[src/rtl/counter.sv]
// Loadable terminal-count timer: after a Load edge, K rises N-1 edges later and
// holds until the next Load or reset. K comes straight from a flip-flop.
module counter #(
  parameter int N = 8,
  parameter int W = (N > 1) ? $clog2(N) : 1
) (
  input  logic Clk,
  input  logic rst,
  input  logic Load,
  output logic K
);

  typedef enum logic [1:0] {
    IDLE  = 2'd0,
    COUNT = 2'd1,
    DONE  = 2'd2
  } state_t;

  localparam logic [W-1:0] LOAD_VAL = W'(N - 1);
  localparam logic [W-1:0] ONE      = W'(1);

  state_t         state_q;
  logic [W-1:0]   cnt_q;
  logic           k_q;

  // Load wins in every state, including unreachable encodings.
  always_ff @(posedge Clk or posedge rst) begin
    if (rst) begin
      state_q <= IDLE;
      cnt_q   <= '0;
      k_q     <= 1'b0;
    end else if (Load) begin
      state_q <= COUNT;
      cnt_q   <= LOAD_VAL;
      k_q     <= 1'b0;
    end else begin
      case (state_q)
        IDLE: begin
          cnt_q <= '0;
          k_q   <= 1'b0;
        end
        COUNT: begin
          if (cnt_q > ONE) begin
            cnt_q <= cnt_q - ONE;
            k_q   <= 1'b0;
          end else begin
            // cnt==1 is the last step; cnt==0 here is treated the same so it never wraps.
            cnt_q   <= '0;
            k_q     <= 1'b1;
            state_q <= DONE;
          end
        end
        DONE: begin
          cnt_q <= '0;
          k_q   <= 1'b1;
        end
        default: begin
          state_q <= IDLE;
          cnt_q   <= '0;
          k_q     <= 1'b0;
        end
      endcase
    end
  end

  assign K = k_q;

endmodule

[config.mk]
export PLATFORM = sky130hd
export DESIGN_NAME = counter
export DESIGN_NICKNAME = d
export VERILOG_FILES = /design/src/rtl/counter.sv
export SDC_FILE = /design/constraint.sdc
export NUM_CORES = 1
export LEC_CHECK = 0
export ABC_AREA = 1
export ABC_CLOCK_PERIOD_IN_PS = 3040
export BUFFER_PORTS_ARGS = -buffer_cell sky130_fd_sc_hd__buf_2
export CAP_MARGIN = 30
export CORE_AREA = 4 4 41 43
export CTS_CLUSTER_SIZE = 28
export DETAILED_ROUTE_END_ITERATION = 12
export DIE_AREA = 0 0 45 47
export GPL_ROUTABILITY_DRIVEN = 0
export PLACE_DENSITY = 0.52
export SYNTH_ARGS = -nofsm -noshare
export SYNTH_HDL_FRONTEND = slang
export SYNTH_SLANG_ARGS = --single-unit
[constraint.sdc]
create_clock -name Clk -period 3.04 [get_ports Clk]
set_input_delay 0.608 -clock Clk [delete_from_list [all_inputs] [get_ports Clk]]
set_output_delay 0.608 -clock Clk [all_outputs]
set_load 0.02 [all_outputs]
==> results of run 1 <==
[report_power, final]
group | total, uW | internal, uW | switching (uW)
clock | 70.9 | 44.5 | 26.4
combinational | 58.4 | 22.9 | 35.6
sequential | 99.1 | 90.4 | 8.76
[cell type report]
cell class	count	area (sq um)
Timing Repair Buffer	3	15.01
Tap cell	15	18.77
Fill cell	149	877.1
Sequential cell	6	150.1
Multi-Input combinational cell	26	183.9
Clock buffer	3	22.52
Inverter	9	33.78
[flip-flops by register name (all words and copies together) (netlist names)]
register / count
state_q: 2
cnt_q: 3
K: 1
[metal layers]
| layer | track usage (%) | vias to the layer above |
|---|---|---|
| met5 | 0 | - |
| met4 | 8.772 | 0 |
| met3 | 2.299 | 0 |
| met2 | 7.910 | 4 |
| met1 | 9.491 | 116 |
| li1 | - | 139 |
[worst min-delay path by stage]
| stage | end | cells after the start |
|---|---|---|
| 2_1_floorplan | K | 1 |
| 3_3_place_gp | cnt_q[0] | 1 |
| 3_5_place_dp | cnt_q[0] | 1 |
| 4_1_cts | state_q[0] | 2 |
| 5_1_grt | state_q[0] | 2 |
| 6_report | state_q[0] | 2 |
[stage by stage]
step	util (%)	setup WS, ns	cells	cell area (sq um)	hold WS [ns]
after floorplan	-	1.980	41	367.9	0.3990
after global placement	30.87	1.784	59	401.6	0.4866
after detailed placement	30.87	1.786	59	401.6	0.4809
after CTS	32.60	1.662	62	424.2	0.2694
after global routing	32.60	1.644	62	424.2	0.2774
final	32.60	1.680	62	424.2	0.2737
[layout by cell type (no fill, tap or decap), drive strengths merged]
cell    netlist  final
dfrtp         6      6
o21ai         4      4
nor2          2      2
buf           0      3
a21oi         1      1
clkbuf        0      3
nand2        10     10
xnor2         1      1
ha            5      5
inv           9      9
nand3         3      3
[cells by family (layout without fill, tap and decap cells)]
group                      Yosys count  in the layout  share of synthesized area, %
and+or+nand+nor                     15             15                         21.77
buffers and inverters                9             15                         9.186
DFF                                  6              6                         40.82
adders and majority gates            5              5                         17.01
AOI/OAI and AO/OA                    5              5                         8.843
xor gates and xnor gates             1              1                         2.381
==> flow_summary.html, run 1 <==
<table>
<tr><th>Metric</th><th>Value</th></tr>
<tr><th colspan="2">Setup path</th></tr>
<tr><td>Biggest fanout along the worst timing path</td><td>1</td></tr>
<tr><td>Chain of cells forming the critical path</td><td>buf_2</td></tr>
<tr><td>Kind of cell adding the most delay to the critical path</td><td>flip-flops</td></tr>
<tr><td>Endpoint of the worst setup timing path</td><td>K</td></tr>
<tr><td>R2R cell count</td><td>8</td></tr>
<tr><td>Buf/Inv on CP</td><td>1</td></tr>
<tr><td>Timing startpoint of the critical path</td><td>K</td></tr>
<tr><td>Levels on crit path</td><td>1</td></tr>
<tr><td>Critical path data required time</td><td>2.43 ns</td></tr>
<tr><td>Arr. time, crit path</td><td>around 0.75 ns</td></tr>
<tr><td>Worst setup EP type</td><td>output pin</td></tr>
<tr><td>Slowest stage cell, crit path</td><td>sky130_fd_sc_hd__dfrtp_1</td></tr>
<tr><td>Setup crit start kind</td><td>flop</td></tr>
<tr><td>Biggest cell delay along the critical path</td><td>approximately 0.36 ns</td></tr>
<tr><td>WS Path Type</td><td>flop to output pin</td></tr>
<tr><td>Destination of the worst register-to-register timing path</td><td>state_q[1]</td></tr>
<tr><td>Source of the worst register-to-register timing path</td><td>state_q[1]</td></tr>
<tr><td>Flop-to-flop setup slack</td><td>1.87 ns</td></tr>
<tr><th colspan="2">Detailed routing</th></tr>
<tr><td>Total number of vias</td><td>between 200 and 300</td></tr>
<tr><td>Total DRC errors in the routed layout</td><td>0</td></tr>
<tr><td>Count of antenna-violating nets left after detailed routing</td><td>0</td></tr>
<tr><td>Met3 Wirelength</td><td>20 um</td></tr>
<tr><td>Highest routed metal layer</td><td>met3</td></tr>
<tr><td>First-pass iteration count of the detailed router</td><td>2</td></tr>
<tr><td>DR WL/cell</td><td>8.806 um</td></tr>
<tr><td>Post-Route M1 WL</td><td>283 um</td></tr>
<tr><td>WL final</td><td>546 um</td></tr>
<tr><td>Amount of wire on met2 after detailed routing</td><td>242 um</td></tr>
<tr><td>Vias per cell</td><td>~4.2</td></tr>
<tr><td>DRC marker count from the first detailed-route iteration</td><td>4</td></tr>
<tr><th colspan="2">Outcome</th></tr>
<tr><td>Outcome</td><td>finished, final reports clean</td></tr>
<tr><th colspan="2">Timing</th></tr>
<tr><td>Setup violations, final</td><td>0</td></tr>
<tr><td>Worst slew margin relative to its limit</td><td>a little over four fifths</td></tr>
<tr><td>Worst slew pin tran</td><td>0.2338 ns</td></tr>
<tr><td>Final period util</td><td>44.73%</td></tr>
<tr><td>Worst-case clock skew</td><td>between 0.0009 and 0.001 ns</td></tr>
<tr><td>Setup repair after global routing missed its margin</td><td>false</td></tr>
<tr><td>Number of slew-limit violations in the final report</td><td>0</td></tr>
<tr><td>Final sum of negative setup slack</td><td>0 ns</td></tr>
<tr><td>Final critical path time including I/O delays and setup</td><td>1.360 ns</td></tr>
<tr><td>Highest attainable clock frequency</td><td>0.7355 GHz</td></tr>
<tr><td>Final Hold Viols</td><td>0</td></tr>
<tr><th colspan="2">Synth</th></tr>
<tr><td>Avg Synthesized Cell Area</td><td>8.972 sq um</td></tr>
<tr><td>Largest cells by area after synthesis</td><td>sky130_fd_sc_hd__dfrtp_1, sky130_fd_sc_hd__ha_1, sky130_fd_sc_hd__nand2_1</td></tr>
<tr><td>Total nets after synthesis</td><td>around 50</td></tr>
<tr><td>Count of flip-flops with a built-in enable after synthesis</td><td>0</td></tr>
<tr><td>Register bit total from synthesis</td><td>6</td></tr>
<tr><td>Yosys warnings</td><td>0</td></tr>
<tr><td>Most used flip-flop cell after synthesis</td><td>sky130_fd_sc_hd__dfrtp_1</td></tr>
<tr><td>Syn Std Cell Area</td><td>about 370 sq um</td></tr>
<tr><td>Post-synthesis async set-or-reset flop share</td><td>100.0%</td></tr>
<tr><td>Top post-synthesis cells by count</td><td>sky130_fd_sc_hd__nand2_1, sky130_fd_sc_hd__inv_1, sky130_fd_sc_hd__dfrtp_1</td></tr>
<tr><td>Portion of synthesized cell area occupied by the leading cell type</td><td>40.82%</td></tr>
<tr><td>Cell type with the highest aggregate area in the netlist</td><td>sky130_fd_sc_hd__dfrtp_1</td></tr>
<tr><td>Most frequently used cell type in the post-synthesis netlist</td><td>sky130_fd_sc_hd__nand2_1</td></tr>
<tr><td>Count of distinct cell types in the synthesized netlist</td><td>14</td></tr>
<tr><td>Mapped Cells</td><td>41</td></tr>
<tr><td>Post-synthesis sequential area ratio</td><td>between 40% and 50%</td></tr>
<tr><th colspan="2">Floorplanning</th></tr>
<tr><td>Floorplan row count</td><td>13</td></tr>
<tr><td>Starting Density</td><td>between 20% and 30%</td></tr>
<tr><td>Floorplan die area</td><td>~2100 sq um</td></tr>
<tr><td>Placeable Area</td><td>roughly 1300 sq um</td></tr>
<tr><td>Height of the die</td><td>47 um</td></tr>
<tr><td>Die width</td><td>roughly 45 um</td></tr>
<tr><td>Top-Level Pins</td><td>4</td></tr>
<tr><th colspan="2">Pwr</th></tr>
<tr><td>Leakage power total</td><td>0.0002406 uW</td></tr>
<tr><td>VDD IR-drop max</td><td>0.1936 mV</td></tr>
<tr><td>Pwr per Cell Area</td><td>~540 nW/um^2</td></tr>
<tr><td>Post-route total power</td><td>228.5 uW</td></tr>
<tr><th colspan="2">Clocking</th></tr>
<tr><td>CTS HTree Levels</td><td>1</td></tr>
<tr><td>Clk slew on worst S/H paths</td><td>0.04 ns</td></tr>
<tr><td>Post-CTS setup-driven buffer insertion count</td><td>0</td></tr>
<tr><td>Post-cts gate resize count</td><td>0</td></tr>
<tr><td>Clock sink count</td><td>6</td></tr>
<tr><td>Maximum buffer depth of the clock tree</td><td>2</td></tr>
<tr><td>Clock insertion delay at the later pin of the skew report</td><td>0.24 ns</td></tr>
<tr><td>TritonCTS clock tree</td><td>built</td></tr>
<tr><td>Number of clock buffers inserted by TritonCTS</td><td>3</td></tr>
<tr><td>Hold-fix buffers at CTS</td><td>0</td></tr>
<tr><td>Root buf cell</td><td>sky130_fd_sc_hd__clkbuf_4</td></tr>
<tr><th colspan="2">Global routing</th></tr>
<tr><td>First-pass GRT wire length</td><td>~1000 um</td></tr>
<tr><td>Global Route Usage Sum</td><td>between 7 and 8%</td></tr>
<tr><td>Pin count of the biggest net entering global routing</td><td>7</td></tr>
<tr><td>Number of global-route vias before repair</td><td>241</td></tr>
<tr><td>Initial antenna violation count</td><td>0</td></tr>
<tr><td>Grt total ovfl</td><td>0</td></tr>
<tr><th colspan="2">Cells and area</th></tr>
<tr><td>Number of nets at the end of the flow</td><td>57</td></tr>
<tr><td>ANT cells</td><td>0</td></tr>
<tr><td>Share of final-layout standard cells stronger than drive strength 1</td><td>31.91%</td></tr>
<tr><td>Area growth syn-to-layout</td><td>15.31%</td></tr>
<tr><th colspan="2">Placement</th></tr>
<tr><td># port buffers</td><td>3</td></tr>
<tr><td>HPWL reported at the end of detailed placement</td><td>around 450 um</td></tr>
<tr><th colspan="2">Job</th></tr>
<tr><td>Max-cap violations</td><td>0</td></tr>
<tr><th colspan="2">Hold path</th></tr>
<tr><td>Path type of the worst min-delay path</td><td>primary input to async pin</td></tr>
</table>
Note: power is estimated with default switching activity, not from simulation.
==> run 2: changes to the inputs <==
- ABC_CLOCK_PERIOD_IN_PS: 3040 -> 1200
- PLACE_DENSITY: 0.52 -> 0.53
- clock period: 3.04 -> 1.2 ns (I/O delays scaled with it)
==> flow_summary.html, run 2 (synthesis results as in run 1) <==
<table>
<tr><th>Metric</th><th>Value</th></tr>
<tr><th colspan="2">Outcome</th></tr>
<tr><td>Outcome</td><td>finished, final reports clean</td></tr>
<tr><th colspan="2">Floorplanning</th></tr>
<tr><td>Die width</td><td>45 um (unchanged)</td></tr>
<tr><td>Floorplan row count</td><td>13 (unchanged)</td></tr>
<tr><td>Placeable Area</td><td>1301 sq um (unchanged)</td></tr>
<tr><td>Floorplan die area</td><td>2115 sq um (unchanged)</td></tr>
<tr><td>Height of the die</td><td>47 um (unchanged)</td></tr>
<tr><td>Top-Level Pins</td><td>4 (unchanged)</td></tr>
<tr><td>Starting Density</td><td>28.27% (unchanged)</td></tr>
<tr><th colspan="2">Global routing</th></tr>
<tr><td>Global Route met3 Usage</td><td>2.299% (unchanged)</td></tr>
<tr><td>Number of global-route vias before repair</td><td>264 (+9.5%)</td></tr>
<tr><td>GR Util met1</td><td>9.767% (+0.28 points)</td></tr>
<tr><td>Met2 track demand over resource</td><td>10.17% (+2.3 points)</td></tr>
<tr><td>Most Used Layer, Global Route</td><td>met2</td></tr>
<tr><td>Initial antenna violation count</td><td>0 (unchanged)</td></tr>
<tr><td>Pin count of the biggest net entering global routing</td><td>7 (unchanged)</td></tr>
<tr><td>Grt total ovfl</td><td>0 (unchanged)</td></tr>
<tr><td>First-pass GRT wire length</td><td>1097 um (+9.7%)</td></tr>
<tr><td>Global Route Usage Sum</td><td>7.404% (+0.25 points)</td></tr>
<tr><th colspan="2">Detailed routing</th></tr>
<tr><td>First-pass iteration count of the detailed router</td><td>4 (+2)</td></tr>
<tr><td>Total DRC errors in the routed layout</td><td>0 (unchanged)</td></tr>
<tr><td>Vias per cell</td><td>4.000 (-4.2%)</td></tr>
<tr><td>DR WL/cell</td><td>8.797 um (-0.11%)</td></tr>
<tr><td>Total number of vias</td><td>256 (-1.2%)</td></tr>
<tr><td>DRC marker count from the first detailed-route iteration</td><td>5 (+1)</td></tr>
<tr><td>WL final</td><td>563 um (+3.1%)</td></tr>
<tr><td>Count of antenna-violating nets left after detailed routing</td><td>0 (unchanged)</td></tr>
<tr><th colspan="2">Hold path</th></tr>
<tr><td>Path type of the worst min-delay path</td><td>primary input to flop</td></tr>
<tr><td>Hold Path Cell Cnt</td><td>4</td></tr>
<tr><td>Launch point of the worst hold path</td><td>Load</td></tr>
<tr><th colspan="2">Pwr</th></tr>
<tr><td>Post-route total power</td><td>598.5 uW (+160%)</td></tr>
<tr><td>Leakage power total</td><td>0.0002504 uW (+4.1%)</td></tr>
<tr><td>VDD IR-drop max</td><td>0.5877 mV (+200%)</td></tr>
<tr><td>Pwr per Cell Area</td><td>1325 nW/um^2 (+150%)</td></tr>
<tr><th colspan="2">Cells and area</th></tr>
<tr><td>Share of final-layout standard cells stronger than drive strength 1</td><td>40.82% (+8.9 points)</td></tr>
<tr><td>Register bank with the most flops</td><td>cnt_q</td></tr>
<tr><td>Number of inserted filler cells in the final layout</td><td>141 (-5.4%)</td></tr>
<tr><td>Most frequent cells in the layout</td><td>sky130_fd_sc_hd__nand2_1, sky130_fd_sc_hd__dfrtp_1, sky130_fd_sc_hd__inv_1</td></tr>
<tr><td>Area of combinational cells with multiple inputs</td><td>193.9 sq um (+5.4%)</td></tr>
<tr><td>Finished Layout Cells</td><td>64 (+3.2%)</td></tr>
<tr><td>Sequential cell area</td><td>150.1 sq um (unchanged)</td></tr>
<tr><td>Largest register FFs</td><td>3 (unchanged)</td></tr>
<tr><td>Number of nets at the end of the flow</td><td>59 (+3.5%)</td></tr>
<tr><td>Most common cell after layout, fill and taps aside</td><td>sky130_fd_sc_hd__nand2_1</td></tr>
<tr><td>ANT cells</td><td>0 (unchanged)</td></tr>
<tr><td>Area growth syn-to-layout</td><td>22.79%</td></tr>
<tr><td>Post-route cell area</td><td>451.7 sq um (+6.5%)</td></tr>
<tr><th colspan="2">Placement</th></tr>
<tr><td>Area after detailed placement</td><td>409.1 sq um (+1.9%)</td></tr>
<tr><td>HPWL reported at the end of detailed placement</td><td>458.7 um (+2.7%)</td></tr>
<tr><td># port buffers</td><td>3 (unchanged)</td></tr>
<tr><td>Total placed cells including tap cells</td><td>60 (+1.7%)</td></tr>
<tr><th colspan="2">Clocking</th></tr>
<tr><td>Root buf cell</td><td>sky130_fd_sc_hd__clkbuf_4</td></tr>
<tr><td>TritonCTS clock tree</td><td>built</td></tr>
<tr><td>Clock insertion delay at the later pin of the skew report</td><td>0.24 ns (about the same)</td></tr>
<tr><td>Clock sink count</td><td>6 (unchanged)</td></tr>
<tr><td>Post-CTS setup-driven buffer insertion count</td><td>0 (unchanged)</td></tr>
<tr><td>CTS HTree Levels</td><td>1 (unchanged)</td></tr>
<tr><td>Number of clock buffers inserted by TritonCTS</td><td>3 (unchanged)</td></tr>
<tr><td>Maximum buffer depth of the clock tree</td><td>2 (unchanged)</td></tr>
<tr><td>Clk slew on worst S/H paths</td><td>0.04 ns (about the same)</td></tr>
<tr><th colspan="2">Timing</th></tr>
<tr><td>Final sum of negative setup slack</td><td>0 ns (unchanged)</td></tr>
<tr><td>Worst-case clock skew</td><td>0.001502 ns (+0.0005376 ns)</td></tr>
<tr><td>Worst slew pin tran</td><td>0.2203 ns (-0.01351 ns)</td></tr>
<tr><td>Setup violations, final</td><td>0 (unchanged)</td></tr>
<tr><td>Worst Hold Slack</td><td>0.3000 ns (+0.02627 ns)</td></tr>
<tr><td>Final critical path time including I/O delays and setup</td><td>1.108 ns</td></tr>
<tr><td>Highest attainable clock frequency</td><td>0.9025 GHz</td></tr>
<tr><td>Setup repair after global routing missed its margin</td><td>false</td></tr>
<tr><td>Final period util</td><td>around 92%</td></tr>
<tr><td>Final Hold Viols</td><td>0 (unchanged)</td></tr>
<tr><td>Worst slew margin relative to its limit</td><td>85.30% (+0.90 points)</td></tr>
<tr><td>Number of slew-limit violations in the final report</td><td>0 (unchanged)</td></tr>
<tr><th colspan="2">Job</th></tr>
<tr><td>Max-cap violations</td><td>0 (unchanged)</td></tr>
<tr><th colspan="2">Setup path</th></tr>
<tr><td>Setup crit start kind</td><td>flop</td></tr>
<tr><td>Source of the worst register-to-register timing path</td><td>state_q[0]</td></tr>
<tr><td>Worst setup EP type</td><td>flop</td></tr>
<tr><td>Biggest fanout along the worst timing path</td><td>3 (+2)</td></tr>
<tr><td>Timing startpoint of the critical path</td><td>state_q[0]</td></tr>
<tr><td>Arr. time, crit path</td><td>1.22 ns (+0.47 ns)</td></tr>
<tr><td>Critical path data required time</td><td>1.32 ns (-1.11 ns)</td></tr>
<tr><td>R2R cell count</td><td>6 (-2)</td></tr>
<tr><td>WS Path Type</td><td>flop to flop</td></tr>
</table>
==> run 2: cell count changes in the layout (fill, tap and decap cells not counted), sizes merged <==
cell and delta:
buf +1, dlygate4sd3 +1
==> run 2: area by class of cell <==
| class | count | area share [%] |
|---|---|---|
| multi-input combinational | 26 | 42.94 |
| inverter | 9 | 7.479 |
| clock buffer | 3 | 4.986 |
| tap | 15 | 4.155 |
| sequential | 6 | 33.24 |
| timing repair buffer | 5 | 7.202 |
==> run 2: per-layer routing <==
layer / wire length (um) / part of all wire, % / up-vias
li1: - / - / 143
met1: 292 / 52 / 110
met2: 251 / 45 / 3
met3: 20 / 3.6 / 0
met4: 0 / 0 / 0
met5: 0 / 0 / -
==> run 2: path summary, 6_finish.rpt <==
kind                              end  slack [ns]
max in group asynchronous  state_q[1]        0.56
setup reg to reg           state_q[0]        0.09
min in group asynchronous    cnt_q[0]        0.45
hold reg to reg            state_q[0]        0.50
hold / removal             state_q[1]        0.30
setup / recovery           state_q[0]        0.09
==> run 2: through the flow <==
stage | util [%] | setup WS [ns]
after floorplan | - | 0.1471
after global placement | 31.44 | 0.08525
after detailed placement | 31.44 | 0.08167
after CTS | 33.94 | 0.07426
after global routing | 34.71 | 0.004309
final | 34.71 | 0.09201
==> run 2: worst max-delay path: stages, from the launching register on <==
cell,delay (ns)
sky130_fd_sc_hd__dfrtp_1,0.36
sky130_fd_sc_hd__inv_1,0.07
sky130_fd_sc_hd__ha_1,0.22
sky130_fd_sc_hd__o21ai_2,0.15
sky130_fd_sc_hd__nand2_1,0.08
sky130_fd_sc_hd__nand2_1,0.06
sky130_fd_sc_hd__nand2_1,0.05
==> run 2: power breakdown <==
part	internal, uW	total [uW]	leakage [uW]	switching (uW)
logic	71.0	168	0.000165	97.1
clock network	113	177	0.0000138	64.4
registers	229	253	0.0000714	24.5
total	413	598	0.000250	186
==> run 2: repair_timing <==
item	in CTS	in global routing
hold endpoints to repair	6	0
gates resized for setup	0	4
hold buffers	1	0
setup endpoints to repair	0	3
==> run 3: changes to the inputs <==
- ABC_CLOCK_PERIOD_IN_PS: 1200 -> 1300
- CORE_AREA: 4 4 41 43 -> 2 2 39 41
- DIE_AREA: 0 0 45 47 -> 0 0 41 43
- PLACE_DENSITY: 0.53 -> 0.52
- clock period: 1.2 -> 1.3 ns (I/O delays scaled with it)
==> flow_summary.html, run 3 (synthesis results as in run 1) <==
<table>
<tr><th>Metric</th><th>Value</th></tr>
<tr><th colspan="2">Timing</th></tr>
<tr><td>Highest attainable clock frequency</td><td>0.8659 GHz (-4.1%)</td></tr>
<tr><td>Final sum of negative setup slack</td><td>0 ns (unchanged)</td></tr>
<tr><td>Setup violations, final</td><td>0 (unchanged)</td></tr>
<tr><td>Number of slew-limit violations in the final report</td><td>0 (unchanged)</td></tr>
<tr><td>Final period util</td><td>88.83% (-3.5 points)</td></tr>
<tr><td>Setup repair after global routing missed its margin</td><td>false</td></tr>
<tr><td>Worst slew margin relative to its limit</td><td>83.99% (-1.3 points)</td></tr>
<tr><td>Final Hold Viols</td><td>0 (unchanged)</td></tr>
<tr><td>Worst-case clock skew</td><td>0.001470 ns (-0.00003233 ns)</td></tr>
<tr><td>Final critical path time including I/O delays and setup</td><td>1.155 ns (+0.04685 ns)</td></tr>
<tr><td>Worst slew pin tran</td><td>0.2398 ns (+0.01953 ns)</td></tr>
<tr><th colspan="2">Pwr</th></tr>
<tr><td>Comb power frac</td><td>26.0% (-2.1 points)</td></tr>
<tr><td>Switching power as a share of total power</td><td>30.61% (-0.47 points)</td></tr>
<tr><td>Clock group share of total power</td><td>30.9% (+1.3 points)</td></tr>
<tr><td>Cell internal pwr</td><td>370.9 uW (-10%)</td></tr>
<tr><td>Post-route total power</td><td>534.4 uW (-11%)</td></tr>
<tr><td>Flop pwr share</td><td>43.1% (+0.8 points)</td></tr>
<tr><td>Pwr per Cell Area</td><td>1227 nW/um^2 (-7.4%)</td></tr>
<tr><td>VDD IR-drop max</td><td>0.5746 mV (-2.2%)</td></tr>
<tr><td>Leakage power total</td><td>0.0002448 uW (-2.2%)</td></tr>
<tr><td>Reported net switching power</td><td>163.6 uW (-12%)</td></tr>
<tr><th colspan="2">Detailed routing</th></tr>
<tr><td>DRC marker count from the first detailed-route iteration</td><td>1 (-4)</td></tr>
<tr><td>Amount of wire on met2 after detailed routing</td><td>275 um (+9.6%)</td></tr>
<tr><td>Highest routed metal layer</td><td>met3</td></tr>
<tr><td>Total number of vias</td><td>243 (-5.1%)</td></tr>
<tr><td>Post-Route M1 WL</td><td>262 um (-10%)</td></tr>
<tr><td>Vias per cell</td><td>3.797 (-5.1%)</td></tr>
<tr><td>First-pass iteration count of the detailed router</td><td>2 (-2)</td></tr>
<tr><td>Count of antenna-violating nets left after detailed routing</td><td>0 (unchanged)</td></tr>
<tr><td>Met3 Wirelength</td><td>9 um (-55%)</td></tr>
<tr><td>Total DRC errors in the routed layout</td><td>0 (unchanged)</td></tr>
<tr><td>WL final</td><td>548 um (-2.7%)</td></tr>
<tr><td>DR WL/cell</td><td>8.563 um (-2.7%)</td></tr>
<tr><th colspan="2">Clocking</th></tr>
<tr><td>Clock sink count</td><td>6 (unchanged)</td></tr>
<tr><td>Post-CTS setup-driven buffer insertion count</td><td>0 (unchanged)</td></tr>
<tr><td>CTS HTree Levels</td><td>1 (unchanged)</td></tr>
<tr><td>Post-cts gate resize count</td><td>0 (unchanged)</td></tr>
<tr><td>Hold-fix buffers at CTS</td><td>1 (unchanged)</td></tr>
<tr><td>Root buf cell</td><td>sky130_fd_sc_hd__clkbuf_4</td></tr>
<tr><td>Clk slew on worst S/H paths</td><td>0.04 ns (about the same)</td></tr>
<tr><td>Clock insertion delay at the later pin of the skew report</td><td>0.24 ns (about the same)</td></tr>
<tr><td>Maximum buffer depth of the clock tree</td><td>2 (unchanged)</td></tr>
<tr><td>Number of clock buffers inserted by TritonCTS</td><td>3 (unchanged)</td></tr>
<tr><td>TritonCTS clock tree</td><td>built</td></tr>
<tr><th colspan="2">Placement</th></tr>
<tr><td>Area after detailed placement</td><td>402.9 sq um (-1.5%)</td></tr>
<tr><td>HPWL reported at the end of detailed placement</td><td>457.4 um (-0.28%)</td></tr>
<tr><td># port buffers</td><td>3 (unchanged)</td></tr>
<tr><th colspan="2">Floorplanning</th></tr>
<tr><td>Placeable Area</td><td>1384 sq um (+6.3%)</td></tr>
<tr><td>Height of the die</td><td>43 um (-8.5%)</td></tr>
<tr><td>Floorplan die area</td><td>1763 sq um (-17%)</td></tr>
<tr><td>Top-Level Pins</td><td>4 (unchanged)</td></tr>
<tr><td>Floorplan row count</td><td>14 (+1)</td></tr>
<tr><td>Die width</td><td>41 um (-8.9%)</td></tr>
<tr><td>Starting Density</td><td>26.58% (-1.7 points)</td></tr>
<tr><th colspan="2">Cells and area</th></tr>
<tr><td>Number of nets at the end of the flow</td><td>58 (-1.7%)</td></tr>
<tr><td>Area growth syn-to-layout</td><td>18.37%</td></tr>
<tr><td>Most common cell after layout, fill and taps aside</td><td>sky130_fd_sc_hd__nand2_1</td></tr>
<tr><td>Register bank with the most flops</td><td>cnt_q</td></tr>
<tr><td>Number of inserted filler cells in the final layout</td><td>149 (+5.7%)</td></tr>
<tr><td>Post-route cell area</td><td>435.4 sq um (-3.6%)</td></tr>
<tr><td>Share of final-layout standard cells stronger than drive strength 1</td><td>31.25% (-9.6 points)</td></tr>
<tr><td>ANT cells</td><td>0 (unchanged)</td></tr>
<tr><td>Most frequent cells in the layout</td><td>sky130_fd_sc_hd__nand2_1, sky130_fd_sc_hd__inv_1, sky130_fd_sc_hd__dfrtp_1</td></tr>
<tr><td>Largest register FFs</td><td>3 (unchanged)</td></tr>
<tr><th colspan="2">Setup path</th></tr>
<tr><td>Most frequent cell on the critical path</td><td>sky130_fd_sc_hd__nand2_1</td></tr>
<tr><td>Slowest stage cell, crit path</td><td>sky130_fd_sc_hd__dfrtp_1</td></tr>
<tr><td>Biggest cell delay along the critical path</td><td>0.38 ns (+0.02 ns)</td></tr>
<tr><td>Timing startpoint of the critical path</td><td>state_q[1]</td></tr>
<tr><td>Critical path data required time</td><td>1.47 ns (+0.15 ns)</td></tr>
<tr><td>Source of the worst register-to-register timing path</td><td>state_q[1]</td></tr>
<tr><td>Worst setup EP type</td><td>flop</td></tr>
<tr><td>Setup crit start kind</td><td>flop</td></tr>
<tr><td>Arr. time, crit path</td><td>1.33 ns (+0.11 ns)</td></tr>
<tr><td>WS Path Type</td><td>flop to flop</td></tr>
<tr><td>Biggest fanout along the worst timing path</td><td>3 (unchanged)</td></tr>
<tr><td>Chain of cells forming the critical path</td><td>inv_1, ha_1, inv_2, nor2_2, nand3_1, nand2_1, nand2_1, nand2_1</td></tr>
<tr><th colspan="2">Global routing</th></tr>
<tr><td>Grt total ovfl</td><td>0 (unchanged)</td></tr>
<tr><td>Initial antenna violation count</td><td>0 (unchanged)</td></tr>
<tr><td>First-pass GRT wire length</td><td>1021 um (-6.9%)</td></tr>
<tr><td>Global Route Usage Sum</td><td>9.017% (+1.6 points)</td></tr>
<tr><td>Pin count of the biggest net entering global routing</td><td>7 (unchanged)</td></tr>
<tr><td>Number of global-route vias before repair</td><td>261 (-1.1%)</td></tr>
<tr><th colspan="2">Job</th></tr>
<tr><td>Max-cap violations</td><td>0 (unchanged)</td></tr>
<tr><th colspan="2">Hold path</th></tr>
<tr><td>Path type of the worst min-delay path</td><td>primary input to flop</td></tr>
<tr><td>Launch point of the worst hold path</td><td>Load</td></tr>
<tr><th colspan="2">Outcome</th></tr>
<tr><td>Outcome</td><td>finished, final reports clean</td></tr>
</table>
[run 3: layout make-up]
cell class	count	area, sq um	share of cell area [%]
Multi-Input combinational cell	26	183.9	42.24
Sequential cell	6	150.1	34.48
Timing Repair Buffer	4	25.02	5.747
Inverter	9	33.78	7.759
Clock buffer	3	22.52	5.172
Tap cell	16	20.02	4.598
[run 3: path summary, 6_finish.rpt]
path | to | slack (ns) | cells past startpoint
setup / recovery | state_q[1] | 0.15 | 8
hold / removal | state_q[1] | 0.33 | 4
setup reg to reg | state_q[1] | 0.15 | 8
hold reg to reg | state_q[1] | 0.50 | 2
max in group asynchronous | state_q[1] | 0.61 | 3
min in group asynchronous | cnt_q[1] | 0.49 | 3
[run 3: per-stage QoR]
step / util (%) / setup slack (ns) / std cells / hold WS, ns
floorplan: - / 0.2471 / 41 / 0.05096
global placement: 29.11 / 0.1308 / 60 / 0.1822
detailed placement: 29.11 / 0.1507 / 60 / 0.1872
CTS: 31.46 / 0.1384 / 64 / 0.3233
global route: 31.46 / 0.01970 / 64 / 0.3508
finish: 31.46 / 0.1452 / 64 / 0.3251
[run 3: worst max-delay path: cells and delay by family, from the launching register on]
kind	cells	cell delay, ns
fa+ha+maj	1	0.21
buf+inv	2	0.14
flops	1	0.38
simple gates	5	0.35
[run 3: routing by layer]
layer | vias to the layer above | global-route usage, %
li1 | 138 | -
met1 | 104 | 12.58
met2 | 1 | 11.25
met3 | 0 | 3.141
met4 | 0 | 6.000
met5 | - | 0
[run 3: power groups by stage]
stage               logic (uW)  clock network [uW]  registers (uW)
global placement           140                   0             234
finish                     139                 165             231
floorplan                  113                   0             233
detailed placement         139                   0             234
global route               162                 189             233
CTS                        142                 177             231
